`config.mk`:
```
export PLATFORM = sky130hd
export DESIGN_NAME = sync_fifo_flat
export DESIGN_NICKNAME = d
export VERILOG_FILES = /design/src/rtl/sync_fifo_pkg.sv /design/src/rtl/sync_fifo_if.sv /design/src/rtl/sync_fifo_mem.sv /design/src/rtl/sync_fifo.sv /design/src/flat_wrapper.sv
export SDC_FILE = /design/constraint.sdc
export NUM_CORES = 1
export LEC_CHECK = 0
export ABC_AREA = 1
export CORE_MARGIN = 1.5
export CORE_UTILIZATION = 45
export CTS_CLUSTER_DIAMETER = 60
export DETAILED_ROUTE_END_ITERATION = 12
export GPL_ROUTABILITY_DRIVEN = 0
export MAX_ROUTING_LAYER = met4
export PLACE_DENSITY_LB_ADDON = 0.05
export SETUP_SLACK_MARGIN = 0.1
export SYNTH_ARGS = -nofsm -noshare
export SYNTH_HDL_FRONTEND = slang
export SYNTH_HIERARCHICAL = 1
export SYNTH_SLANG_ARGS = --single-unit
```
`constraint.sdc`:
```
create_clock -name clk -period 2.65 [get_ports clk]
set_clock_uncertainty 0.05 [all_clocks]
set_input_delay 0.265 -clock clk [delete_from_list [all_inputs] [get_ports clk]]
set_output_delay 0.265 -clock clk [all_outputs]
set_load 0.03 [all_outputs]
```
`src/rtl/sync_fifo_pkg.sv`:
```
// Shared definitions for the sync_fifo block: default sizing and the
// pointer-width helper used by the top level and the storage sub-module.
package sync_fifo_pkg;

    localparam int DEFAULT_DATA_WIDTH = 8;
    localparam int DEFAULT_BUFFER_NO  = 8;

    // Pointer width for a power-of-two depth.
    function automatic int addr_w(input int depth);
        return $clog2(depth);
    endfunction

endpackage

```
`src/rtl/sync_fifo_if.sv`:
```
// Handshake/data bundle between a producer/consumer (master) and the
// FIFO (slave). The sticky error outputs exist only when
// SYNC_FIFO_ERR_FLAGS_EN is defined.
interface sync_fifo_if
    import sync_fifo_pkg::*;
#(
    parameter int DATA_WIDTH = DEFAULT_DATA_WIDTH
);

    logic                  wen;
    logic                  ren;
    logic [DATA_WIDTH-1:0] data_in;
    logic                  full;
    logic                  half;
    logic                  empty;
    logic [DATA_WIDTH-1:0] data_out;
`ifdef SYNC_FIFO_ERR_FLAGS_EN
    logic                  overflow;
    logic                  underflow;

    modport master (
        output wen, ren, data_in,
        input  full, half, empty, data_out, overflow, underflow
    );

    modport slave (
        input  wen, ren, data_in,
        output full, half, empty, data_out, overflow, underflow
    );
`else
    modport master (
        output wen, ren, data_in,
        input  full, half, empty, data_out
    );

    modport slave (
        input  wen, ren, data_in,
        output full, half, empty, data_out
    );
`endif

endinterface

```
`src/rtl/sync_fifo_mem.sv`:
```
// Storage for sync_fifo: one synchronous write port and one synchronous
// read port whose output register is the FIFO's data_out. Only the read
// register is reset; the array itself keeps its contents.
module sync_fifo_mem
    import sync_fifo_pkg::*;
#(
    parameter int DATA_WIDTH = DEFAULT_DATA_WIDTH,
    parameter int BUFFER_NO  = DEFAULT_BUFFER_NO,
    parameter int ADDR_W     = addr_w(BUFFER_NO)
) (
    input  logic                  clk,
    input  logic                  reset,
    input  logic                  we,
    input  logic [ADDR_W-1:0]     waddr,
    input  logic [DATA_WIDTH-1:0] wdata,
    input  logic                  re,
    input  logic [ADDR_W-1:0]     raddr,
    output logic [DATA_WIDTH-1:0] rdata
);

    logic [DATA_WIDTH-1:0] mem [BUFFER_NO];

    // Write port: store the word at the write pointer.
    always_ff @(posedge clk) begin
        if (we) begin
            mem[waddr] <= wdata;
        end
    end

    // Read port: register the head word; hold when no read is accepted.
    // On a simultaneous read/write of the same slot (full FIFO) the old
    // word is returned, which is the one at the head of the queue.
    always_ff @(posedge clk) begin
        if (reset) begin
            rdata <= '0;
        end else if (re) begin
            rdata <= mem[raddr];
        end
    end

endmodule

```
`src/rtl/sync_fifo.sv`:
```
// Single-clock FIFO with full/half/empty status. Pointer, occupancy
// count and flag decode live here; storage is in sync_fifo_mem.
// Optional feature macro: SYNC_FIFO_ERR_FLAGS_EN adds sticky overflow and
// underflow outputs on the bus interface.
module sync_fifo
    import sync_fifo_pkg::*;
#(
    parameter int DATA_WIDTH = DEFAULT_DATA_WIDTH,
    parameter int BUFFER_NO  = DEFAULT_BUFFER_NO
) (
    input logic        clk,
    input logic        reset,
    sync_fifo_if.slave bus
);

    localparam int ADDR_W = addr_w(BUFFER_NO);
    localparam int CNT_W  = ADDR_W + 1;

    localparam logic [ADDR_W-1:0] PTR_ONE  = ADDR_W'(1);
    localparam logic [CNT_W-1:0]  CNT_FULL = CNT_W'(BUFFER_NO);
    localparam logic [CNT_W-1:0]  CNT_HALF = CNT_W'(BUFFER_NO / 2);

    logic [ADDR_W-1:0] wr_ptr;
    logic [ADDR_W-1:0] rd_ptr;
    logic [CNT_W-1:0]  count;
    logic              write_acc;
    logic              read_acc;
    logic              full_int;
    logic              empty_int;

    // Flags decode the registered count only.
    assign full_int  = (count == CNT_FULL);
    assign empty_int = (count == '0);

    assign bus.full  = full_int;
    assign bus.empty = empty_int;
    assign bus.half  = (count >= CNT_HALF);

    // A full FIFO still takes a write when a read frees the head slot in
    // the same cycle; an empty FIFO never forwards a write straight out.
    assign write_acc = bus.wen && (!full_int || bus.ren);
    assign read_acc  = bus.ren && !empty_int;

    // Pointer and occupancy tracking; power-of-two depth lets the
    // pointers wrap naturally.
    always_ff @(posedge clk) begin
        if (reset) begin
            wr_ptr <= '0;
            rd_ptr <= '0;
            count  <= '0;
        end else begin
            if (write_acc) begin
                wr_ptr <= wr_ptr + PTR_ONE;
            end
            if (read_acc) begin
                rd_ptr <= rd_ptr + PTR_ONE;
            end
            count <= count + CNT_W'(write_acc) - CNT_W'(read_acc);
        end
    end

`ifdef SYNC_FIFO_ERR_FLAGS_EN
    logic overflow_q;
    logic underflow_q;

    // Sticky misuse indicators, cleared only by reset.
    always_ff @(posedge clk) begin
        if (reset) begin
            overflow_q  <= 1'b0;
            underflow_q <= 1'b0;
        end else begin
            if (bus.wen && full_int && !bus.ren) begin
                overflow_q <= 1'b1;
            end
            if (bus.ren && empty_int) begin
                underflow_q <= 1'b1;
            end
        end
    end

    assign bus.overflow  = overflow_q;
    assign bus.underflow = underflow_q;
`endif

    sync_fifo_mem #(
        .DATA_WIDTH (DATA_WIDTH),
        .BUFFER_NO  (BUFFER_NO),
        .ADDR_W     (ADDR_W)
    ) u_mem (
        .clk   (clk),
        .reset (reset),
        .we    (write_acc && !reset),
        .waddr (wr_ptr),
        .wdata (bus.data_in),
        .re    (read_acc),
        .raddr (rd_ptr),
        .rdata (bus.data_out)
    );

endmodule

```
`src/flat_wrapper.sv`:
```
// flat-port wrapper written by rule: the top's interface ports become plain ports
module sync_fifo_flat import sync_fifo_pkg::*;
#(
    parameter int DATA_WIDTH = DEFAULT_DATA_WIDTH,
    parameter int BUFFER_NO  = DEFAULT_BUFFER_NO
)
  (clk, reset, bus_wen, bus_ren, bus_data_in, bus_full, bus_half, bus_empty, bus_data_out);
  sync_fifo_if #(.DATA_WIDTH(DATA_WIDTH)) bus_i ();
  input logic clk;
  input logic reset;
  input wire logic [$bits(bus_i.wen)-1:0] bus_wen;
  input wire logic [$bits(bus_i.ren)-1:0] bus_ren;
  input wire logic [$bits(bus_i.data_in)-1:0] bus_data_in;
  output wire logic [$bits(bus_i.full)-1:0] bus_full;
  output wire logic [$bits(bus_i.half)-1:0] bus_half;
  output wire logic [$bits(bus_i.empty)-1:0] bus_empty;
  output wire logic [$bits(bus_i.data_out)-1:0] bus_data_out;
  assign bus_i.wen = bus_wen;
  assign bus_i.ren = bus_ren;
  assign bus_i.data_in = bus_data_in;
  assign bus_full = bus_i.full;
  assign bus_half = bus_i.half;
  assign bus_empty = bus_i.empty;
  assign bus_data_out = bus_i.data_out;
  sync_fifo #(.DATA_WIDTH(DATA_WIDTH), .BUFFER_NO(BUFFER_NO)) u_core (.clk(clk), .reset(reset), .bus(bus_i));
endmodule
```
* Word-level counts from Yosys, hierarchy flattened *
Memories as Yosys holds them, arrays and structs flattened. A register that Yosys moved wholly into a read port is not among the register bits.
Cells that the tools add are included.

word-level totals
  RAM bits = 64
  logic and storage cells = 20
  input port bits = 12
  register bits = 10
  memories kept = 1

memories
  memory            depth  width  read ports  clocked after Yosys merged registers in  wr ports  RTL line             source
  u_core.u_mem.mem  8      8      1           1                                        1         sync_fifo_mem.sv:21  logic [DATA_WIDTH-1:0] mem [BUFFER_NO];

operators by class
  order comparisons = 1
  mux-type cells = 2
  reduce and logical (&&, ||, !) cells = 8
  equality and inequality tests = 1
  $add $sub $neg = 4

operator list
  cell                                                 number
  adder 3 x 1 -> 3 bit, second input constant          2
  adder 4 x 1 -> 4 bit                                 1
  == test 4 bit, second input constant                 1
  >= comparator 4 x 3 -> 1 bit, second input constant  1
  zero test 4 bit                                      1
  subtractor 4 x 1 -> 4 bit                            1
  logical AND 1 bit                                    3
  zero test 1 bit                                      3
  two-way mux 1 bit                                    2
  logical OR 1 bit                                     1

* Depth between registers and ports, before layout *
  depth after elaboration = 7
  gate-level depth with buffers = 12
  mapped depth without buffers = 12

* Modules after synthesis *
Netlist, hierarchy kept.

by module, submodules not included
  module         times used  cells each  area an instance (um^2)  sequential area each (um^2)
  sync_fifo_mem  1           305         3105.5                   2082.0
  sync_fifo      1           79          593.1                    200.2

* Worst setup path before layout *
Ideal clock, no wire load.

  kind = reg2reg
  from = register u_core.count[2]
  to = register u_core.count[2]
  arrival time = 1829 ps
  clock period less this slack = 1994 ps
  slack = 656 ps
  setup time = 114 ps
  buffers on the path = 0
  cell stages (with the launch flop) = 13
  data required time = 2486 ps
  path through = dfxtp_1 inv_1 ha_1 nand2_2 nand2_2 inv_2 ha_1 inv_1 ha_1 inv_1 fa_1 xor2_1 nor2_1

between the ends
  elaborated cells between the ends (all ways) = 9
  classes of those cells = add/sub: 2; eq/ne: 1; reduce/logical: 6

RTL lines
  what                       RTL line         source
  start, declared            sync_fifo.sv:25  logic [CNT_W-1:0] count;
  start signal, assigned     sync_fifo.sv:58  count <= count + CNT_W'(write_acc) - CNT_W'(read_acc);
  zero test 4 bit            sync_fifo.sv:33  assign empty_int = (count == '0);
  zero test 1 bit            sync_fifo.sv:42  assign read_acc = bus.ren && !empty_int;
  logical AND 1 bit          sync_fifo.sv:42
  via u_core.read_acc        sync_fifo.sv:27  logic read_acc;
  subtractor 4 x 1 -> 4 bit  sync_fifo.sv:58

The timed path passes the listed nets, and every way through them passes these cells.
A chain may end at the register's enable or synchronous reset.

* Worst setup path after layout *
  from = register u_core.count[2]
  to = output bus_full

between the ends
  word-level cells in the longest chain between the ends = 1

ends and longest elaborated chain
  what           RTL line            source
  == test 4 bit  sync_fifo.sv:32     assign full_int = (count == CNT_FULL);
  end, declared  flat_wrapper.sv:14  output wire logic [$bits(bus_i.full)-1:0] bus_full;

Every way passes these cells.

==> run_results.csv <==
group,metric,value,unit
outcome,status,"finished, final reports clean",
critical_path,path_max_fanout,3,
critical_path,rrSetupSlack,540,ps
min_path,hold_end,"u_core/u_mem/rdata[4]$_SDFFE_PP0P_",
drt,remaining_drc_errors,0,
finish,area_growth,14.5,%
drt,drt_wl_total,7500,µm
synthesis,synth_area_leaders,"edfxtp_1 (52%), dfxtp_1 (9.7%), nand2_1 (9.1%)",
synthesis,synth.ff_latch_count,82,
clocking,cts_hold_repair.buffers,0,
die,io_pins,23,
min_path,holdPathStages,2,
clocking,cts_sinks,82,
synthesis,synth-edff-count,64,
sta,tightest_slew,607,ps
drt,num_vias,2507,
critical_path,start_kind,"flip-flop",
critical_path,worstReg2RegEnd,"u_core/count[2]$_SDFF_PP0_",
synthesis,syn_nets,405,
drt,dr.pass1.iters,4,
clocking,clk-insertion-delay-late,350,ps
synthesis,yosysTopAreaCellShare,0.520,
power_and_ir_drop,totalPowerFinal,3.51,mW
die,die_area,0.00877,mm²
finish,nets,442,
power_and_ir_drop,p_int,2.26,mW
sta,drv_slew,0,
place,port_buffers,22,
critical_path,crit_arrival,1840,ps
synthesis,yosysSeqAreaShare,0.617,
die,row_count,32,
drt,drt_iter0_drc,138,
power_and_ir_drop,p_per_area,829,mW/mm²
synthesis,yosys.area.top_type,"edfxtp_1",
critical_path,r2r.worst_path.cells,11,
power_and_ir_drop,leakagePower,1.87,nW
critical_path,end_kind,"output pin",
synthesis,syn_area,0.00370,mm²
drt,wl_per_cell,14.2,µm
clocking,cts_buffers,9,
finish,antenna_cells,0,
synthesis,avgSynthCellArea,9.63,µm²
synthesis,synthTopCellsByCount,"nand2_1 (90), inv_1 (84), edfxtp_1 (64), nand3_1 (55), nor2_1 (20)",
global_routing,grt_pass1_vias,2445,
sta,worst_slew_margin_rel,0.595,
die,core_area,0.00785,mm²
drt,ant_nets,0,
sta,fin_crit_sh,0.812,
die,initial_utilization,0.471,
synthesis,synth_flop_cell,"edfxtp_1",
clocking,h-tree-depth,3,
power_and_ir_drop,seqPwrFrac,0.453,
sta,rsz0062_at_grt,"no",
synthesis,ys_types,22,
synthesis,async_reset_ff_frac,0,
clocking,clk_pin_slew,80,ps
power_and_ir_drop,combPwrFrac,0.328,
sta,fmax,0.465,GHz
sta,hold_violations,0,
min_path,worstHoldStart,"u_core/u_mem/rdata[4]$_SDFFE_PP0P_",
sta,final-setup-viol-count,0,
global_routing,grt_overflow_total,0,
min_path,hp-class,"flip-flop to flip-flop",
synthesis,synth_cells,384,
critical_path,rr_startpoint,"u_core/count[2]$_SDFF_PP0_",
die,fp.dieH,93.7,µm
power_and_ir_drop,irDropWorstVdd,0.304,mV
synthesis,yosysMostFrequentCell,"nand2_1",
place,dp_hpwl,4810,µm
global_routing,grt_pass1_wl,12200,µm
global_routing,grt_antenna_before_repair,0,
clocking,cts_resized,0,
global_routing,grt.total_usage,0.199,
clocking,postCtsSetupRepairBufs,0,
sta,finalSetupTns,0,ps
clocking,clockRootBuffer,"clkbuf_8",
critical_path,path_class,"flip-flop to output pin",
clocking,tritoncts,"done",
die,dieWidth,93.7,µm
critical_path,required,2340,ps
finish,fillers,733,
power_and_ir_drop,switchingPower,1.26,mW
global_routing,grt_start_max_net_pins,33,
power_and_ir_drop,power.share.clock,0.220,
clocking,cts.path.max_buffers,2,
sta,fin_crit,2150,ps
drt,avgViaCountPerCell,4.75,
finish,drive_gt1_frac,0.0939,
power_and_ir_drop,switching_share,0.358,
synthesis,yosys_warnings,6,
job,maxCapViolCount,0,
## how the worst max path moves through the flow
stage                                     startpoint                    endpoint  slack (ps)  depth (start not counted)
after floorplan           u_core/count[2]$_SDFF_PP0_  u_core/count[2]$_SDFF_PP0_         660                         12
after global placement                       bus_ren  u_core/count[2]$_SDFF_PP0_         240                         11
after detailed placement                     bus_ren  u_core/count[2]$_SDFF_PP0_         220                         11
after CTS                 u_core/count[2]$_SDFF_PP0_                    bus_full         480                          4
after global routing      u_core/count[2]$_SDFF_PP0_                    bus_full         340                          4
final                     u_core/count[2]$_SDFF_PP0_                    bus_full         500                          4
## final cells by class
| type | count | area, µm² | share of cell area |
|---|---|---|---|
| Clock inverter | 6 | 33.8 | 0.00798 |
| Sequential cell | 82 | 2280 | 0.539 |
| Inverter | 87 | 332 | 0.0783 |
| Multi-Input combinational cell | 203 | 991 | 0.234 |
| Tap cell | 102 | 128 | 0.0301 |
| Timing Repair Buffer | 38 | 340 | 0.0804 |
| Clock buffer | 10 | 128 | 0.0301 |
## logic make-up after synthesis
kind of cell    after synthesis  synth area share
xor+xnor                      1           0.00237
flops                        82             0.617
buf+inv                      99             0.115
compound gates               22            0.0338
fa+ha+maj                     9            0.0325
simple gates                171             0.199
## sequential cells by signal, summed over array words and instances (netlist names)
signal	count
u_core/u_mem/mem	64
u_core/u_mem/rdata	8
u_core/count	4
u_core/rd_ptr	3
u_core/wr_ptr	3
## power by group through the flow
stage	clock network, mW	registers (mW)	logic [mW]
floorplan	0	1.66	0.783
global placement	0	1.61	1.15
detailed placement	0	1.62	1.16
CTS	0.790	1.59	1.16
global route	0.849	1.61	1.30
finish	0.772	1.59	1.15
## per-layer routing
| metal | global-route usage | wire length (µm) | vias to the layer above |
|---|---|---|---|
| li1 | - | - | 1293 |
| met1 | 0.254 | 3470 | 1144 |
| met2 | 0.309 | 3540 | 53 |
| met3 | 0.0332 | 317 | 17 |
| met4 | 0.0970 | 161 | 0 |
| met5 | - | 0 | - |
## layout by cell type, fill, tap and decap left out, types with 2 or more instances in the layout
cell type / n
a21oi_1: 10
a21oi_2: 4
buf_4: 16
clkbuf_8: 9
clkdlybuf4s50_1: 22
clkinv_1: 2
clkinv_2: 2
dfxtp_1: 18
edfxtp_1: 64
ha_1: 8
inv_1: 84
inv_4: 2
nand2_1: 90
nand2_2: 2
nand3_1: 55
nor2_1: 20
o21ai_0: 8
## critical path, stage by stage (launching register included)
cell and delay, ps:
dfxtp_1 300, inv_1 100, ha_1 190, nor3b_1 200
clkdlybuf4s50_1 700
## through the flow
stage	instance area (µm²)	hold WS [ps]	worst slack (ps)	std cells	util
6_report	4230	483	499	528	0.540
2_1_floorplan	3700	282	656	384	-
4_1_cts	4230	482	481	528	0.540
3_3_place_gp	4070	454	237	512	0.519
3_5_place_dp	4070	469	217	512	0.519
5_1_grt	4230	527	341	528	0.540
Power figures use the tool's default switching activity.
==> RTL change (same flow settings) <==
Change the package constant `DEFAULT_BUFFER_NO` from 8 to 4.
--- a/src/rtl/sync_fifo_pkg.sv
+++ b/src/rtl/sync_fifo_pkg.sv
@@ -5,3 +5,3 @@
     localparam int DEFAULT_DATA_WIDTH = 8;
-    localparam int DEFAULT_BUFFER_NO  = 8;
+    localparam int DEFAULT_BUFFER_NO  = 4;
 
Function: changed (Yosys sat finds a counterexample within 4 cycles, from zero or initial values and one cycle with reset high).
==> RTL change against the original RTL <==
Register-to-register slack gained 0.12 ns; synthesized area down 47%; via count down 49%; sequential power down 40%; final area decreased by 45%; total power shrank 42%; setup slack worse by 0.0046 ns; sequential cell count decreased by 35; non-clock buffer count fell by 11; clock power fell by 45%; die area down 46%; routed wire length shrank 55%.
==> RTL change: results (changes against the original RTL) <==
[setup_path]
crit_arrival_ns = 1.84  ; about the same
worstSetupEndpoint = bus_half
rr_startpoint = u_core/count[1]
r2r_slack_ns = 0.66  ; +0.12 ns
reg2regPathDepth = 10  ; -1
slowest_stage = clkdlybuf4s50_1
slowest_delay_ns = 0.70  ; about the same
cp_top_family = buffers and inverters
cp_max_fo = 4  ; +1
r2r_end = u_core/count[2]
crit_start = u_core/count[1]

[routing]
drt-vias-per-instance = 4.88  ; +2.8%
drt_wl_total_mm = 3.36  ; -55%
drt-met1-wl_mm = 1.56  ; -55%
wl_met2_mm = 1.60  ; -55%
met3RoutedLength_um = 137  ; -57%
highest_layer = met4
dr.pass1.iters = 4  ; unchanged
drt-initial-drc-count = 50  ; -64%

[grt]
grt_pass1_vias = 1229  ; -50%
grtUsageTotal_pct = 17.2  ; -2.6 points
grt_max_degree = 22  ; -33%
use_met2_pct = 27.3  ; -3.6 points
gr-usage-met1_pct = 19.0  ; -6.4 points
grt_pass1_wl_mm = 5.42  ; -56%
use_met3_pct = 5.52  ; +2.2 points

[synth]
ys_types = 22  ; unchanged
synth_common_cells = nand2_1 (46), edfxtp_1 (32), nand3_1 (19)
synth_area_leaders = edfxtp_1 (49%), dfxtp_1 (15%), nand2_1 (8.8%)
ys_seq_area_share_pct = 64.4  ; +2.7 points
synthArstFlopShare_pct = 0  ; unchanged
syn_nets = 197  ; -51%
synth_edf_count = 32  ; -50%

[clocking]
clk_latency_ns = 0.30  ; -0.05 ns
post_cts_buffers = 0  ; unchanged
clk_pin_slew_ns = 0.09
cts_buffers = 5  ; -4
ctsHtreeMaxLevel = 2  ; -1
clk_path_buf_depth = 2  ; unchanged
post_cts_resized = 0  ; unchanged

[finish]
reg_top3 = u_core/u_mem/mem: 32 flops, u_core/u_mem/rdata: 8 flops, u_core/count: 3 flops
fill_cells = 367  ; -50%
antenna_cells = 0  ; unchanged
nets = 226  ; -49%
drive_above_1_share_pct = 13.7  ; +4.4 points

[pwr]
totalPowerFinal_mw = 2.04  ; -42%
switching_share_pct = 35.3  ; -0.44 points
leakagePower_nw = 0.888  ; -53%
p_comb_mw = 0.665  ; -42%
clock_power_mw = 0.421  ; -45%
vdd_drop_max_v = 0.000428  ; +41%

[min_path]
min_delay_worst_endpoint = u_core/u_mem/rdata[1]
min-delay-start = u_core/u_mem/rdata[1]
whs_path_depth = 2  ; unchanged
hp-class = reg2reg

[placed_design]
port_buffers = 22  ; unchanged
detailedPlacementHpwl_mm = 2.31  ; -52%

[status]
outcome = complete, no violations

[timing]
relSlewSlack_pct = 45.9  ; -14 points

[run]
max-cap-violations = 0  ; unchanged

-- RTL change: area by class of cell --
cell class              count  area share, %
multi-input cells         111           24.6
clock buffers               5           2.97
well taps                  50           2.70
inverters                  18           3.24
clock inverters             3          0.811
repair buffers             27           11.1
flip-flops and latches     47           54.5
-- RTL change: per-stage QoR --
step	hold WS, ns	worst slack (ns)	std cells	util, %	area (um2)
6_report	0.487	0.495	261	56.6	2310
3_5_place_dp	0.466	0.283	253	54.5	2230
5_1_grt	0.517	0.392	261	56.6	2310
4_1_cts	0.491	0.474	261	56.6	2310
3_3_place_gp	0.462	0.347	253	54.5	2230
2_1_floorplan	0.277	0.782	181	-	1960
-- RTL change: logic make-up after synthesis --
logic type,Yosys count,synth area share [%]
compound gates,20,6.20
xor+xnor,1,0.447
fa+ha+maj,4,2.94
buf+inv,23,6.52
flops,47,64.4
simple gates,86,19.5
